$ cat src/rtl/input_read_scheduler.sv
// Round-robin scheduler for the px1 / px2 / weight read-command streams feeding the read DMA.
// Each stream is limited to MAX_OUT commands in flight; credits are returned by done pulses.
module input_read_scheduler #(
    parameter int ADDR_WIDTH = 32,
    parameter int LEN_WIDTH  = 23,
    parameter int MAX_OUT    = 4,
    parameter int COPIES     = 2
) (
    input  logic                  aclk,
    input  logic                  areset,

    input  logic                  s_px1_cmd_valid,
    output logic                  s_px1_cmd_ready,
    input  logic [ADDR_WIDTH-1:0] s_px1_cmd_addr,
    input  logic [LEN_WIDTH-1:0]  s_px1_cmd_len,

    input  logic                  s_px2_cmd_valid,
    output logic                  s_px2_cmd_ready,
    input  logic [ADDR_WIDTH-1:0] s_px2_cmd_addr,
    input  logic [LEN_WIDTH-1:0]  s_px2_cmd_len,

    input  logic                  s_w_cmd_valid,
    output logic                  s_w_cmd_ready,
    input  logic [ADDR_WIDTH-1:0] s_w_cmd_addr,
    input  logic [LEN_WIDTH-1:0]  s_w_cmd_len,

    output logic                  m_cmd_valid,
    input  logic                  m_cmd_ready,
    output logic [ADDR_WIDTH-1:0] m_cmd_addr,
    output logic [LEN_WIDTH-1:0]  m_cmd_len,
    output logic [1:0]            m_cmd_id,

    input  logic                  done_px1,
    input  logic                  done_px2,
    input  logic                  done_w,

    output logic [2:0]            out_px1,
    output logic [2:0]            out_px2,
    output logic [2:0]            out_w,
    output logic                  err_underflow,
    output logic                  busy
);

    localparam logic [0:0] ST_IDLE  = 1'b0;
    localparam logic [0:0] ST_ISSUE = 1'b1;
    localparam int         NS       = 3;
    localparam logic [2:0] MAX_OUT_C = 3'(MAX_OUT);

    logic [0:0]            state_reg, state_next;
    logic [1:0]            ptr_reg, ptr_next;
    logic [ADDR_WIDTH-1:0] addr_reg, addr_next;
    logic [LEN_WIDTH-1:0]  len_reg, len_next;
    logic [1:0]            id_reg, id_next;
    logic                  err_reg, err_next;

    logic [NS-1:0]         req_valid;
    logic [NS-1:0]         req_eligible;
    logic [NS-1:0]         req_ready;
    logic [NS-1:0]         done_vec;
    logic [NS-1:0]         cnt_inc;
    logic [NS-1:0]         cnt_dec;
    logic [NS-1:0]         uflow;
    logic [NS-1:0]         cnt_nonzero;
    logic [ADDR_WIDTH-1:0] req_addr [NS];
    logic [LEN_WIDTH-1:0]  req_len  [NS];
    logic [2:0]            cnt_q    [NS];

    logic                  grant_any;
    logic [1:0]            grant_idx;
    logic                  grant_zero;
    logic                  issue_accept;

    assign req_valid = {s_w_cmd_valid, s_px2_cmd_valid, s_px1_cmd_valid};
    assign done_vec  = {done_w, done_px2, done_px1};

    assign req_addr[0] = s_px1_cmd_addr;
    assign req_addr[1] = s_px2_cmd_addr;
    assign req_addr[2] = s_w_cmd_addr;
    assign req_len[0]  = s_px1_cmd_len;
    assign req_len[1]  = s_px2_cmd_len;
    assign req_len[2]  = s_w_cmd_len;

    assign issue_accept = (state_reg == ST_ISSUE) && m_cmd_ready;

    function automatic logic [1:0] wrap_next(input logic [1:0] idx);
        return (idx == 2'd2) ? 2'd0 : idx + 2'd1;
    endfunction

    // Per-stream credit counter, eligibility and ready decode.
    generate
        for (genvar gi = 0; gi < NS; gi++) begin : g_stream
            localparam bit PRESENT = (gi != 1) || (COPIES > 1);

            logic [2:0] cnt_reg, cnt_next;

            assign req_eligible[gi] = PRESENT && req_valid[gi] && (cnt_reg < MAX_OUT_C);
            assign cnt_inc[gi]      = issue_accept && (id_reg == 2'(gi));
            assign cnt_dec[gi]      = PRESENT && done_vec[gi];
            assign uflow[gi]        = cnt_dec[gi] && !cnt_inc[gi] && (cnt_reg == 3'd0);
            assign cnt_nonzero[gi]  = (cnt_reg != 3'd0);
            assign cnt_q[gi]        = cnt_reg;
            assign req_ready[gi]    = (state_reg == ST_IDLE) && grant_any && (grant_idx == 2'(gi));

            always_comb begin
                cnt_next = cnt_reg;
                if (cnt_inc[gi] && !cnt_dec[gi]) begin
                    cnt_next = cnt_reg + 3'd1;
                end else if (cnt_dec[gi] && !cnt_inc[gi] && (cnt_reg != 3'd0)) begin
                    cnt_next = cnt_reg - 3'd1;
                end
            end

            always_ff @(posedge aclk) begin
                if (areset) begin
                    cnt_reg <= 3'd0;
                end else begin
                    cnt_reg <= cnt_next;
                end
            end
        end
    endgenerate

    // Search starts at ptr_reg, which always points just past the last grant.
    always_comb begin
        logic [1:0] cand;
        grant_any = 1'b0;
        grant_idx = 2'd0;
        cand      = ptr_reg;
        for (int k = 0; k < NS; k++) begin
            if (!grant_any && req_eligible[cand]) begin
                grant_any = 1'b1;
                grant_idx = cand;
            end
            cand = wrap_next(cand);
        end
    end

    assign grant_zero = (req_len[grant_idx] == '0);

    always_comb begin
        state_next = state_reg;
        ptr_next   = ptr_reg;
        addr_next  = addr_reg;
        len_next   = len_reg;
        id_next    = id_reg;
        case (state_reg)
            ST_IDLE: begin
                if (grant_any) begin
                    ptr_next = wrap_next(grant_idx);
                    // Zero-length commands are swallowed without touching the DMA or credits.
                    if (!grant_zero) begin
                        state_next = ST_ISSUE;
                        addr_next  = req_addr[grant_idx];
                        len_next   = req_len[grant_idx];
                        id_next    = grant_idx;
                    end
                end
            end
            default: begin
                if (m_cmd_ready) begin
                    state_next = ST_IDLE;
                end
            end
        endcase
    end

    assign err_next = err_reg | (|uflow);

    always_ff @(posedge aclk) begin
        if (areset) begin
            state_reg <= ST_IDLE;
            ptr_reg   <= 2'd0;
            addr_reg  <= '0;
            len_reg   <= '0;
            id_reg    <= 2'd0;
            err_reg   <= 1'b0;
        end else begin
            state_reg <= state_next;
            ptr_reg   <= ptr_next;
            addr_reg  <= addr_next;
            len_reg   <= len_next;
            id_reg    <= id_next;
            err_reg   <= err_next;
        end
    end

    assign s_px1_cmd_ready = req_ready[0];
    assign s_px2_cmd_ready = req_ready[1];
    assign s_w_cmd_ready   = req_ready[2];

    assign m_cmd_valid   = (state_reg == ST_ISSUE);
    assign m_cmd_addr    = addr_reg;
    assign m_cmd_len     = len_reg;
    assign m_cmd_id      = id_reg;

    assign out_px1       = cnt_q[0];
    assign out_px2       = cnt_q[1];
    assign out_w         = cnt_q[2];
    assign err_underflow = err_reg;
    assign busy          = (state_reg == ST_ISSUE) || (|cnt_nonzero);

endmodule

$ cat config.mk
export PLATFORM = sky130hd
export DESIGN_NAME = input_read_scheduler
export DESIGN_NICKNAME = d
export VERILOG_FILES = /design/src/rtl/input_read_scheduler.sv
export SDC_FILE = /design/constraint.sdc
export NUM_CORES = 1
export LEC_CHECK = 0
export CAP_MARGIN = 15
export CORE_MARGIN = 5
export CORE_UTILIZATION = 39
export CTS_CLUSTER_SIZE = 10
export DETAILED_ROUTE_END_ITERATION = 7
export HOLD_SLACK_MARGIN = 0.06
export PLACE_DENSITY = 0.82
export SLEW_MARGIN = 25
export SYNTH_ARGS = -nofsm -noshare
export SYNTH_HDL_FRONTEND = slang
export SYNTH_SLANG_ARGS = --single-unit
$ cat constraint.sdc
create_clock -name aclk -period 2.94 [get_ports aclk]
set_input_delay 0.588 -clock aclk [delete_from_list [all_inputs] [get_ports aclk]]
set_output_delay 0.588 -clock aclk [all_outputs]
set_load 0.02 [all_outputs]
==> reports/metrics.yaml, run 1 <==
async_reset_ff_frac: 0
post_drt_via_cell_ratio: 5.627
cts_resized: 4
path_max_fanout: 3
worstMarginPinSlew_ns: 0.5382
yosys_register_bits: 70
largest_reg_flops: 32
synth_fp_nets: 653
cap_violations: 0
cts_sinks: 70
antenna_cells: 0
synth-edff-count: 0
clock_latency_ns: 0.34
io_buffers: 245
h-tree-depth: 3
syn_area_um2: 4314
finalHoldViolCount: 0
reg2reg_depth: 8
p_leak_nw: 2.540
crit_arrival_ns: 2.22
finalMaxSlewViolations: 0
via_count: 4873
rr_startpoint: "out_w[2]"
wl_per_cell_um: 18.38
clock_skew_ns: 0.006269
yosys.area.top_type: "dfxtp_1"
chipWidth_um: 115.2
required_ns: 2.35
fin_crit_sh: 0.9538
status: "completed"
netlist.area_leader.share: 0.3248
nNetsFinal: 899
maxSlewHeadroom: 0.6384
clockRootBuffer: "clkbuf_8"
grt_use_total: 0.2293
synth_cell_types: 57
initial_core_util: 0.3980
p_per_area_nw_per_um2: 840.5
drive_gt1_frac: 0.1253
yosysSeqAreaShare: 0.3248
synth_cells: 476
synth.most_common_cell: "dfxtp_1"
cts_setup_buffers: 0
max-vdd-ir-drop_mv: 0.4309
fp-row-count: 38
place_area_um2: 6999
hold_buffers: 0
drc: 0
rrSetupSlack_ns: 0.43
worstHoldEndpoint: "m_cmd_addr[14]"
wl_mm: 15.92
cts_made_buffers: 9
area_growth_pct: 66.42
finalInstanceArea_um2: 7179
syn_area_per_cell_um2: 9.063
cts.clk_slew.worst_paths_ns: 0.06
yosysWarningCount: 0
holdCritStartpoint: "m_cmd_addr[14]"
critPathKind: "in -> out"
hold_path.class: "reg -> reg"
r2r-end: "m_cmd_addr[12]"
fmax_mhz: 356.6
synthTopCellsByCount: "dfxtp_1, a21oi_1, nor2_1"
io-pin-count: 246
grt_pass1_vias: 5057
setup_violations: 0
antenna_found_initial: 0
dp_hpwl_mm: 12.89
crit_path_start_kind: "input pin"
fin_crit_ns: 2.804
finish.utilization: 0.6623
first_iter_violations: 225
end_kind: "output pin"
design.die.area_um2: 13270
fillers: 887
cts_tree: "yes"
core_area_um2: 10840
rsz0062_at_grt: "no"
dr.pass1.iters: 4
grt_max_degree: 34
netlist_top_cells_area: "dfxtp_1, o32ai_2, a21oi_1"
overflow: 0
synth_ff_type: "dfxtp_1"
detail-route-antenna-nets: 0
grt_pass1_wl_mm: 24.41
gp_congestion: 0.9767
hold_path_depth: 2
clockBufferDepth: 2
die_h_um: 115.2
-- final cells by class --
| class | instances | area [um^2] | area share |
|---|---|---|---|
| Multi-Input combinational cell | 331 | 2599 | 0.3620 |
| Tap cell | 140 | 175.2 | 0.02440 |
| Timing Repair Buffer | 274 | 2686 | 0.3742 |
| Inverter | 36 | 135.1 | 0.01882 |
| Clock inverter | 1 | 30.03 | 0.004183 |
| Clock buffer | 14 | 152.6 | 0.02126 |
| Sequential cell | 70 | 1401 | 0.1952 |
-- worst max path at each step --
stage             startpoint               to  slack [ns]  depth (start not counted)
2_1_floorplan  s_w_cmd_valid  s_px2_cmd_ready        0.12                          2
3_3_place_gp   s_w_cmd_valid  s_px2_cmd_ready       -0.10                          4
3_5_place_dp   s_w_cmd_valid  s_px2_cmd_ready       -0.12                          4
4_1_cts        s_w_cmd_valid  s_px1_cmd_ready        0.13                          7
5_1_grt        s_w_cmd_valid  s_px1_cmd_ready        0.04                          7
6_report       s_w_cmd_valid  s_px1_cmd_ready        0.14                          7
-- metal layers --
metal  routed length (um)  vias to the layer above  track usage  share of wire
met1                 5766                     2258       0.2402           0.36
met3                 1838                       35      0.08526           0.12
li1                     -                     2329            -              -
met4                  485                        0       0.1002          0.030
met5                    0                        -            0              0
met2                 7828                      251       0.4093           0.49
-- power by group --
group | total, mW | internal, mW | leakage, nW | switching [mW]
Combinational | 3.77 | 1.78 | 1.87 | 1.99
Clock | 0.748 | 0.413 | 0.0908 | 0.335
Sequential | 1.52 | 1.27 | 0.576 | 0.247
-- cells by family (layout without fill, tap and decap cells) --
family          count (synthesis)  in the layout  synth area share
xor+xnor                        6              6           0.01218
flops                          70             70            0.3248
buf+inv                        75            325           0.08121
fa+ha+maj                       3              3           0.01392
compound gates                207            207            0.4240
simple gates                  115            115            0.1439
-- layout by cell type (no fill, tap or decap), types with 3 or more instances in the layout --
master | netlist | final
and2_1 | 20 | 20
o21ai_0 | 8 | 8
a31oi_1 | 4 | 3
clkbuf_8 | 1 | 10
a21oi_1 | 61 | 61
nand4b_1 | 3 | 3
a211oi_1 | 20 | 20
nor3_1 | 8 | 8
xnor2_1 | 3 | 3
a32oi_1 | 3 | 3
dfxtp_1 | 70 | 70
a221o_1 | 22 | 22
o32ai_1 | 3 | 3
nand2_1 | 12 | 12
clkdlybuf4s50_1 | 0 | 241
xor2_1 | 3 | 3
buf_4 | 1 | 27
nand2b_1 | 3 | 3
fa_1 | 3 | 3
clkbuf_1 | 27 | 4
dlygate4sd2_1 | 0 | 3
o32ai_2 | 30 | 30
inv_1 | 36 | 36
a22o_1 | 32 | 32
nand3_1 | 6 | 6
nor2_1 | 38 | 38
nor4_1 | 15 | 15
a311oi_1 | 3 | 3
-- critical path: stages --
cell and delay, ns:
clkdlybuf4s50_1 0.44, and4bb_4 0.21, buf_4 0.15, a211o_1 0.28, o21ai_0 0.12, nor2_1 0.09
dlygate4sd2_1 0.34
-- per-stage QoR --
step	instances	worst slack [ns]	hold WS, ns	TNS, ns	total power [mW]
final	866	0.1360	0.4820	0	6.034
after CTS	866	0.1311	0.4865	0	6.075
after floorplan	476	0.1217	0.5191	0	3.790
after global placement	851	-0.1047	0.4594	-0.9255	5.185
after detailed placement	851	-0.1231	0.4762	-3.772	5.314
after global routing	866	0.04230	0.5100	0	6.430
Power figures use the tool's default switching activity.
==> run 2: changes to the inputs <==
--- a/config.mk
+++ b/config.mk
@@ -10,8 +10,8 @@
 export CORE_UTILIZATION = 39
 export CTS_CLUSTER_SIZE = 10
 export DETAILED_ROUTE_END_ITERATION = 7
-export HOLD_SLACK_MARGIN = 0.06
-export PLACE_DENSITY = 0.82
+export HOLD_SLACK_MARGIN = 0.03
+export PLACE_DENSITY = 0.78
 export SLEW_MARGIN = 25
 export SYNTH_ARGS = -nofsm -noshare
 export SYNTH_HDL_FRONTEND = slang
==> reports/metrics.yaml, run 2 (synthesis gave the netlist of run 1 again) <==
rr_startpoint: "out_w[2]"
grt_max_degree: 55
finalHoldViolCount: 0
combPwrFrac: 0.632
hold_path_depth: 2
endpoint: "s_px2_cmd_ready"
cts_setup_buffers: 0
die_h_um: 115.2
crit_arrival_ns: 2.11
post_drt_via_cell_ratio: 5.579
first_iter_violations: 206
p_int_mw: 3.385
use_met3: 0.07632
switching_power_mw: 2.607
rsz0062_at_grt: "no"
grt_pass1_vias: 5193
path_max_fanout: 3
max-vdd-ir-drop_mv: 0.3617
reg2reg_depth: 8
initial_core_util: 0.3980
p_per_area_nw_per_um2: 835.3
setup_violations: 0
cap_violations: 0
cts_made_buffers: 9
finalMaxSlewViolations: 0
final_cell_mix: "clkdlybuf4s50_1, dfxtp_1, a21oi_1, nor2_1, inv_1"
clockRootBuffer: "clkbuf_8"
area_growth_pct: 66.27
clock_latency_ns: 0.34
end_kind: "output pin"
io_buffers: 245
chipWidth_um: 115.2
drc: 0
drive_gt1_frac: 0.1285
critPathKind: "in -> out"
finish.utilization: 0.6617
p_leak_nw: 2.536
nNetsFinal: 896
rrSetupSlack_ns: 0.49
fmax_mhz: 370.8
detail-route-antenna-nets: 0
maxSlewHeadroom: 0.6423
tns_ns: 0
fin_crit_ns: 2.697
switching_share: 0.4350
core_area_um2: 10840
grt_use_total: 0.2400
design.die.area_um2: 13270
antenna_cells: 0
dp_cells: 848
crit_path_start_kind: "input pin"
r2r-end: "m_cmd_addr[18]"
cts.clk_slew.worst_paths_ns: 0.07
via_count: 4820
hold_path.class: "reg -> reg"
antenna_found_initial: 0
grtUsageMet2: 0.4325
status: "completed"
fp-row-count: 38
wl_per_cell_um: 18.88
use_met1: 0.2614
gp_congestion: 1.046
required_ns: 2.35
h-tree-depth: 3
gr-max-usage-layer: "met2"
dp_hpwl_mm: 13.04
grt_pass1_wl_mm: 25.66
fin_crit_sh: 0.9172
cts_sinks: 70
p_seq_frac: 0.253
crit_path_start: "s_w_cmd_valid"
worstMarginPinSlew_ns: 0.5349
wl_mm: 16.31
final_cells: 864
largest_reg_flops: 32
overflow: 0
p_clk_frac: 0.115
dr.pass1.iters: 4
io-pin-count: 246
cts_tree: "yes"
final_common_cell: "clkdlybuf4s50_1"
clockBufferDepth: 2
clock_skew_ns: 0.01336
==> run 2: how the worst min path moves through the flow <==
stage | startpoint | endpoint | slack, ns
after floorplan | ptr_reg[0] | ptr_reg[0] | 0.52
after global placement | m_cmd_len[12] | m_cmd_len[12] | 0.47
after detailed placement | m_cmd_addr[13] | m_cmd_addr[13] | 0.48
after CTS | m_cmd_addr[13] | m_cmd_addr[13] | 0.49
after global routing | m_cmd_addr[14] | m_cmd_addr[14] | 0.51
final | m_cmd_addr[14] | m_cmd_addr[14] | 0.49
==> run 2: timing repair <==
item                                    in CTS  in global routing
hold buffers                                 0                  0
gates resized for setup                      4                  0
endpoints found under the setup margin       3                  0
==> run 2: layer usage <==
layer | up-vias | part of all wire | routed length, um
li1 | 2324 | - | -
met1 | 2233 | 0.37 | 6066
met2 | 231 | 0.49 | 8026
met5 | - | 0 | 0
met3 | 32 | 0.11 | 1752
met4 | 0 | 0.029 | 467
==> run 2: layout make-up <==
| cell class | count | area [um^2] |
|---|---|---|
| clock inverters | 6 | 36.28 |
| fillers | 903 | 3667 |
| well taps | 140 | 175.2 |
| flip-flops and latches | 70 | 1401 |
| clock buffers | 10 | 137.6 |
| inverters | 36 | 135.1 |
| multi-input cells | 331 | 2599 |
| repair buffers | 271 | 2689 |
==> run 2: per-stage QoR <==
step                hold WS (ns)  total power [mW]  area, um^2  worst slack, ns
CTS                       0.4894             6.051        7173           0.2194
floorplan                 0.5191             3.790        4314           0.1217
finish                    0.4875             5.992        7173           0.2434
global route              0.5058             6.424        7173           0.1256
global placement          0.4656             5.236        7002         -0.06557
detailed placement        0.4793             5.351        7002         -0.06010
==> run 2: power by group through the flow <==
| stage | Sequential, mW | Combinational (mW) | Clock, mW |
|---|---|---|---|
| after floorplan | 1.87 | 1.92 | 0 |
| after global placement | 1.52 | 3.71 | 0 |
| after CTS | 1.52 | 3.82 | 0.711 |
| final | 1.52 | 3.79 | 0.686 |
| after global routing | 1.57 | 4.10 | 0.753 |
| after detailed placement | 1.53 | 3.82 | 0 |
==> run 2: critical path, cell delays in order <==
cell and delay (ns):
clkdlybuf4s50_1 0.44, and4bb_4 0.22, a2111oi_1 0.36, buf_4 0.17, dlygate4sd2_1 0.32
==> run 3: changes to the inputs <==
==> constraint.sdc (replaced) <==
create_clock -name aclk -period 2.94 [get_ports aclk]
set_input_delay 0.294 -clock aclk [delete_from_list [all_inputs] [get_ports aclk]]
set_output_delay 0.294 -clock aclk [all_outputs]
set_load 0.02 [all_outputs]
==> reports/metrics.yaml, run 3 (synthesis gave the netlist of run 1 again) <==
crit_path_start_kind: "input pin"
chipWidth_um: 115.2
finalMaxSlewViolations: 0
p_leak_nw: 2.505
required_ns: 2.65
cts_resized: 0
final_cell_mix: "clkdlybuf4s50_1, dfxtp_1, a21oi_1, nor2_1, inv_1"
fillers: 891
detail-route-antenna-nets: 0
reg2reg_depth: 8
rsz0062_at_grt: "no"
core_area_um2: 10840
worstMarginPinSlew_ns: 0.5479
maxSlewHeadroom: 0.6253
wl_per_cell_um: 18.93
via_count: 4839
p_per_area_nw_per_um2: 866.5
drive_gt1_frac: 0.1162
first_iter_violations: 257
io_buffers: 245
end_kind: "output pin"
die_h_um: 115.2
dp_hpwl_mm: 12.85
hold_buffers: 0
worstHoldEndpoint: "out_px2[1]"
overflow: 0
cts.clk_slew.worst_paths_ns: 0.09
holdCritStartpoint: "areset"
dr.pass1.iters: 4
post_drt_via_cell_ratio: 5.666
hold_slack_ns: 0.3731
rrSetupSlack_ns: 0.52
clock_skew_ns: 0.01477
initial_core_util: 0.3980
rr_startpoint: "ptr_reg[1]"
grt_use_total: 0.2355
area_growth_pct: 65.89
design.die.area_um2: 13270
grt_pass1_wl_mm: 25.10
fin_crit_sh: 0.9004
crit_arrival_ns: 2.35
nNetsFinal: 886
gp_congestion: 1.137
antenna_found_initial: 0
wl_mm: 16.16
fmax_mhz: 377.8
drc: 0
finalHoldViolCount: 0
cap_violations: 0
cts_sinks: 70
cts_tree: "yes"
setup_violations: 0
hold_path.class: "in -> reg"
clockBufferDepth: 2
h-tree-depth: 3
path_max_fanout: 7
grt_max_degree: 34
tns_ns: 0
clock_latency_ns: 0.34
cts_setup_buffers: 0
max-vdd-ir-drop_mv: 0.3990
fin_crit_ns: 2.647
io-pin-count: 246
critPathKind: "in -> out"
cts_made_buffers: 9
final_common_cell: "clkdlybuf4s50_1"
finalPower_mw: 6.201
antenna_cells: 0
status: "completed"
clockRootBuffer: "clkbuf_8"
r2r-end: "m_cmd_addr[17]"
grt_pass1_vias: 5083
hold_path_depth: 2
largest_reg_flops: 32
fp-row-count: 38
[run 3: cell types whose count changed in the layout (fill, tap and decap cells not counted)]
cell	previous run	this run
clkinv_2	4	1
bufinv_16	0	3
a2111oi_0	0	1
dlygate4sd2_1	3	0
clkdlybuf4s50_1	241	244
buf_12	4	2
a2111oi_1	1	0
clkinvlp_4	1	0
buf_4	22	14
clkbuf_8	10	11
[run 3: through the flow]
step / setup WS [ns] / cell area [um^2] / instances / utilization
finish: 0.2928 / 7157 / 854 / 0.6602
CTS: 0.2852 / 7157 / 854 / 0.6602
global route: 0.1251 / 7157 / 854 / 0.6602
floorplan: 0.1927 / 4314 / 476 / -
global placement: 0.2896 / 6902 / 838 / 0.6367
detailed placement: 0.2208 / 6902 / 838 / 0.6367
[run 3: final cells by class]
type / count / area [um^2] / share of cell area
clock inverters: 5 / 103.9 / 0.01451
well taps: 140 / 175.2 / 0.02448
inverters: 36 / 135.1 / 0.01888
clock buffers: 11 / 151.4 / 0.02115
multi-input cells: 331 / 2597 / 0.3629
flip-flops and latches: 70 / 1401 / 0.1958
repair buffers: 261 / 2592 / 0.3622
[run 3: how the worst max path moves through the flow]
stage | startpoint | endpoint
detailed placement | s_w_cmd_valid | m_cmd_addr[12]
global route | out_px2[2] | s_px1_cmd_ready
CTS | s_px2_cmd_valid | s_px1_cmd_ready
floorplan | out_w[2] | m_cmd_id[0]
finish | s_px2_cmd_valid | s_px1_cmd_ready
global placement | s_w_cmd_valid | m_cmd_addr[12]
[run 3: routing by layer]
metal / wire length (um) / global-route usage / up-vias
met2: 8156 / 0.4340 / 234
li1: - / - / 2313
met4: 268 / 0.06886 / 0
met3: 1679 / 0.07947 / 20
met5: 0 / 0 / -
met1: 6060 / 0.2542 / 2272
[run 3: critical path, stage by stage]
cell and delay, ns:
clkdlybuf4s50_1 0.51, nand2b_4 0.11, o2bb2ai_1 0.37, o21ai_0 0.25, nor2_1 0.18, clkdlybuf4s50_1 0.63
[run 3: power by group]
group          internal (mW)  switching (mW)
registers               1.27           0.252
clock network          0.612           0.371
logic                   1.72            1.98
total                   3.60            2.60
